### src/rtl/cla_pipe_adder.sv
// Three-stage pipelined carry-lookahead adder/subtractor built from 4-bit groups
// with a second-level group lookahead, streaming through a valid/ready handshake.
module cla_pipe_adder #(
    parameter  int unsigned WIDTH = 16,
    localparam int unsigned NGRP  = WIDTH / 4
) (
    input  logic             clk,
    input  logic             rst_n,
    input  logic             in_valid,
    output logic             in_ready,
    input  logic [WIDTH-1:0] a,
    input  logic [WIDTH-1:0] b,
    input  logic             cin,
    input  logic             sub,
    output logic             out_valid,
    input  logic             out_ready,
    output logic [WIDTH-1:0] sum,
    output logic             cout,
    output logic             ovf,
    output logic             g_n,
    output logic             p_n
);

    if (((WIDTH % 4) != 0) || (WIDTH < 4)) begin : g_width_check
        $error("cla_pipe_adder: WIDTH must be a multiple of 4 and at least 4");
    end

    // Flat sum-of-products lookahead across groups 0..top, seeded with a carry-in.
    function automatic logic lookahead(input logic [NGRP-1:0] gk, input logic [NGRP-1:0] pk,
                                       input logic seed, input int top);
        logic res;
        logic run;
        res = 1'b0;
        run = 1'b1;
        for (int j = int'(NGRP) - 1; j >= 0; j--) begin
            if (j <= top) begin
                res = res | (run & gk[j]);
                run = run & pk[j];
            end
        end
        return res | (run & seed);
    endfunction

    logic                 advance;
    logic [WIDTH-1:0]     bb;
    logic                 c0;

    logic                 v1;
    logic                 c0_1;
    logic [WIDTH-1:0]     g1, p1, h1;

    logic [NGRP-1:0]      grp_g, grp_p;
    logic [NGRP:0]        grp_c;
    logic                 word_g;

    logic                 v2;
    logic                 gw2, pw2;
    logic [NGRP:0]        c2;
    logic [NGRP-1:0][2:0] gl2, pl2;
    logic [WIDTH-1:0]     h2;
    logic [WIDTH-1:0]     bit_c;

    assign advance  = ~out_valid | out_ready;
    assign in_ready = advance;

    assign bb = sub ? ~b : b;
    assign c0 = sub ? ~cin : cin;

    // Per-group generate/propagate from registered bit terms.
    for (genvar k = 0; k < NGRP; k++) begin : g_grp_gp
        localparam int unsigned L = 4 * k;
        assign grp_g[k] = g1[L+3]
                        | (p1[L+3] & g1[L+2])
                        | (p1[L+3] & p1[L+2] & g1[L+1])
                        | (p1[L+3] & p1[L+2] & p1[L+1] & g1[L]);
        assign grp_p[k] = &p1[L +: 4];
    end

    assign grp_c[0] = c0_1;
    for (genvar k = 0; k < NGRP; k++) begin : g_grp_carry
        assign grp_c[k+1] = lookahead(grp_g, grp_p, c0_1, k);
    end
    assign word_g = lookahead(grp_g, grp_p, 1'b0, int'(NGRP) - 1);

    // Intra-group carries: 74182 equations seeded with the registered group carry.
    for (genvar k = 0; k < NGRP; k++) begin : g_bit_carry
        localparam int unsigned L = 4 * k;
        assign bit_c[L]   = c2[k];
        assign bit_c[L+1] = gl2[k][0] | (pl2[k][0] & c2[k]);
        assign bit_c[L+2] = gl2[k][1]
                          | (pl2[k][1] & gl2[k][0])
                          | (pl2[k][1] & pl2[k][0] & c2[k]);
        assign bit_c[L+3] = gl2[k][2]
                          | (pl2[k][2] & gl2[k][1])
                          | (pl2[k][2] & pl2[k][1] & gl2[k][0])
                          | (pl2[k][2] & pl2[k][1] & pl2[k][0] & c2[k]);
    end

    // Stage 1: conditioned operand bit terms.
    always_ff @(posedge clk or negedge rst_n) begin
        if (!rst_n) begin
            v1   <= 1'b0;
            c0_1 <= 1'b0;
            g1   <= '0;
            p1   <= '0;
            h1   <= '0;
        end else if (advance) begin
            v1 <= in_valid;
            if (in_valid) begin
                c0_1 <= c0;
                g1   <= a & bb;
                p1   <= a | bb;
                h1   <= a ^ bb;
            end
        end
    end

    // Stage 2: group carries and whole-word generate/propagate.
    always_ff @(posedge clk or negedge rst_n) begin
        if (!rst_n) begin
            v2  <= 1'b0;
            gw2 <= 1'b0;
            pw2 <= 1'b0;
            c2  <= '0;
            gl2 <= '0;
            pl2 <= '0;
            h2  <= '0;
        end else if (advance) begin
            v2 <= v1;
            if (v1) begin
                gw2 <= word_g;
                pw2 <= &grp_p;
                c2  <= grp_c;
                h2  <= h1;
                for (int k = 0; k < int'(NGRP); k++) begin
                    gl2[k] <= g1[4*k +: 3];
                    pl2[k] <= p1[4*k +: 3];
                end
            end
        end
    end

    // Stage 3: result register, held while downstream stalls.
    always_ff @(posedge clk or negedge rst_n) begin
        if (!rst_n) begin
            out_valid <= 1'b0;
            sum       <= '0;
            cout      <= 1'b0;
            ovf       <= 1'b0;
            g_n       <= 1'b1;
            p_n       <= 1'b1;
        end else if (advance) begin
            out_valid <= v2;
            if (v2) begin
                sum  <= h2 ^ bit_c;
                cout <= c2[NGRP];
                ovf  <= bit_c[WIDTH-1] ^ c2[NGRP];
                g_n  <= ~gw2;
                p_n  <= ~pw2;
            end
        end
    end

endmodule

### config.mk
export PLATFORM = sky130hd
export DESIGN_NAME = cla_pipe_adder
export DESIGN_NICKNAME = d
export VERILOG_FILES = /design/src/rtl/cla_pipe_adder.sv
export SDC_FILE = /design/constraint.sdc
export NUM_CORES = 1
export LEC_CHECK = 0
export BUFFER_PORTS_ARGS = -buffer_cell sky130_fd_sc_hd__clkbuf_2
export CORE_ASPECT_RATIO = 0.6
export CORE_MARGIN = 1
export CORE_UTILIZATION = 50
export DETAILED_ROUTE_END_ITERATION = 10
export GPL_ROUTABILITY_DRIVEN = 1
export PLACE_DENSITY = 0.76
export SYNTH_ARGS = -nofsm -noshare
export SYNTH_HDL_FRONTEND = slang
export SYNTH_SLANG_ARGS = --single-unit
export TNS_END_PERCENT = 30
### constraint.sdc
create_clock -name clk -period 3.65 [get_ports clk]
set_clock_uncertainty 0.05 [all_clocks]
set_input_delay 0.5475 -clock clk [delete_from_list [all_inputs] [get_ports clk]]
set_output_delay 0.5475 -clock clk [all_outputs]
set_load 0.01 [all_outputs]
==> flow_summary_export.csv <==
group,metric,value,unit
power,sw_frac_of_total,32.8,%
cts,clock_path_buffers,2,
yosys,synth_nets,549,
routing,vias,3494,
placed_design,numPortBuffers,59,
flow_run,max_cap_violations,0,
routing,route.met3.wl,556,um
cts,htreeDepth,4,
routing,routed.top_layer,"met4",
sta,hold_viol_final,0,
routing,wirelength_met1,5.33,mm
power,comb_power_share,28.4,%
die,die_area,11300,um2
grt,grt_max_degree,67,
yosys,yosysMostFrequentCell,"dfrtp_1",
worst_setup_path,crit_type,"reg2reg",
cts,ctsRootBufferMaster,"clkbuf_16",
sta,setup_viol,0,
routing,drt-total-wl,10.4,mm
yosys,synth_fa_ha_area_share,7.35,%
power,power.density,802,nW/um2
sta,rsz0062_at_grt,"no",
yosys,synth.top_cell.area_share,53.7,%
worst_setup_path,worstPathArrival,2.31,ns
power,leakage,3.26,nW
hold_path,hold_path_class,"in2async",
power,switching_power,1.68,mW
yosys,async_reset_ff_share,100,%
worst_setup_path,cp-start-kind,"flop",
yosys,synthMuxAreaShare,11.8,%
die,ios,60,
cts,cts_tree,"built",
cts,post_cts_buffers,0,
grt,globalRouteTotalUtil,20.9,%
power,p_clk_share,28.6,%
run_status,outcome,"completed",
layout,diodes,0,
worst_setup_path,r2r_start,"out_valid",
yosys,avgSynthCellArea,11.4,um2
placed_design,gp_congestion,0.779,
routing,wl_met2,4.37,mm
yosys,ys_types,36,
routing,first_iter_violations,181,
yosys,synth_cells,479,
layout,synthToLayoutAreaGrowth,17.0,%
yosys,synth_area_leaders,"dfrtp_1 (54%), ha_1 (7.3%), nand2_1 (6.8%)",
cts,cts_num_sinks,119,
power,internal_power,3.44,mW
yosys,synth_compound_area_share,7.62,%
yosys,synth_common_cells,"dfrtp_1 (117), nand2_1 (98), inv_1 (34), ha_1 (32), mux2_2 (32)",
power,vdd_ir_drop_max,0.495,mV
cts,clkTransAtPathRegs,0.05,ns
sta,tightest_slew,0.835,ns
yosys,yosys.area_share.xor_xnor,5.46,%
die,start_util,51.4,%
cts,clock_latency,0.41,ns
sta,period_share,57.1,%
cts,ctsHoldBuffers,0,
routing,wire_per_inst,15.0,um
yosys,yosys.area_share.simple,8.47,%
sta,whs,0.185,ns
yosys,synth_top_area_cell,"dfrtp_1",
die,core,10600,um2
worst_setup_path,cp-startpoint,"out_valid",
die,die_x,137,um
cts,cts_resized,0,
layout,drive_gt1_share,23.1,%
layout,finalNetCount,611,
sta,relSlewSlack,44.4,%
sta,period_needed,2.08,ns
routing,drc,0,
grt,grt_pass1_wl,17.6,mm
placed_design,dp_hpwl,7.56,mm
grt,antenna_found_initial,0,
power,seqPwrFrac,43.0,%
yosys,yosysWarnings,0,
worst_setup_path,crit_required,3.88,ns
worst_setup_path,cp-end-kind,"flop",
yosys,postSynthRegisterBits,119,
grt,grt-ovfl-total,0,
yosys,yosysSeqAreaShare,54.7,%
sta,slew_viol_final,0,
yosys,synth_top_family_by_area,"multiplexers",
routing,drtAntennaViolNets,0,
cts,numCtsBuffers,17,
grt,grt_pass1_vias,3487,
worst_setup_path,reg2reg_slack,1.57,ns
routing,firstDrtPassIters,4,
sta,clock.fmax,480,MHz
sta,tns,0,ns
worst_setup_path,cp_max_fo,32,
yosys,syn_area,5450,um2
die,rows,29,
routing,vias_per_cell,5.04,
die,die_h,82.9,um
yosys,synth_ff_type,"dfrtp_1",
yosys,synth_edf_count,0,
## per-stage QoR
step           setup WS [ns]  instance area [um2]  instances  utilization (%)  power (mW)
6_report                1.57                 6380        693             60.2        5.12
5_1_grt                 1.40                 6380        693             60.2        5.46
4_1_cts                 1.55                 6380        693             60.2        5.16
3_5_place_dp            1.27                 5850        661             55.2        3.67
3_3_place_gp            1.38                 5850        661             55.2        3.58
2_1_floorplan           1.71                 5450        479                -        3.15
## critical path: stages, from the launching register on
cell and delay, ns:
dfrtp_1 0.37, nand2b_1 0.26, nand2_2 0.43, or3_1 0.53, o32ai_2 0.21, o21ai_1 0.10
## cell families after synthesis
group,after synthesis
mux,57
xor+xnor,34
simple gates,112
buf+inv,55
compound gates,70
fa+ha+maj,32
flops,119
## metal layers
layer / vias to the layer above / global-route usage, %
met5: - / 0
met4: 0 / 6.89
met3: 9 / 7.26
met2: 80 / 28.7
met1: 1688 / 30.8
li1: 1717 / -
## cells in the final DEF, fill, tap and decap left out, types with 4 or more instances in the layout
master / Yosys / layout
ha_1: 32 / 32
buf_4: 1 / 5
inv_1: 34 / 34
o21ai_1: 29 / 29
xnor2_1: 13 / 13
clkbuf_8: 0 / 4
clkinv_2: 0 / 4
a21oi_1: 7 / 7
clkbuf_2: 0 / 58
xor2_1: 21 / 21
dfrtp_1: 117 / 117
nand2_1: 98 / 97
clkbuf_1: 3 / 7
mux2_1: 25 / 25
a21o_1: 11 / 11
mux2_2: 32 / 32
clkbuf_16: 0 / 17
o21ai_0: 14 / 14
## power groups by stage
stage	sequential (mW)	clock (mW)	combinational [mW]
2_1_floorplan	2.16	0	0.990
3_3_place_gp	2.19	0	1.40
3_5_place_dp	2.22	0	1.45
4_1_cts	2.20	1.49	1.47
5_1_grt	2.27	1.56	1.64
6_report	2.20	1.46	1.45
## flip-flops by register name, indices dropped and copies added (netlist names), 5 cells and up
name and flops:
c2 5, h1 16, p1 16, sum 16, gl2 12, h2 16
pl2 12, g1 16
## cell type report
class                   instances  area (um2)
flip-flops and latches        119        2980
well taps                     139         174
clock inverters                 4        20.0
inverters                      34         128
clock buffers                  28         507
repair buffers                 64         348
fillers                       870        4220
multi-input cells             305        2220
## path summary, 6_finish.rpt
| check | end | depth (start not counted) |
|---|---|---|
| max | c2[4] | 5 |
| min | sum[10] | 1 |
| max reg2reg | c2[4] | 5 |
| min reg2reg | p_n | 1 |
| max in group asynchronous | g_n | 2 |
| min in group clk | c0_1 | 3 |
(Power assumes the default switching activity.)
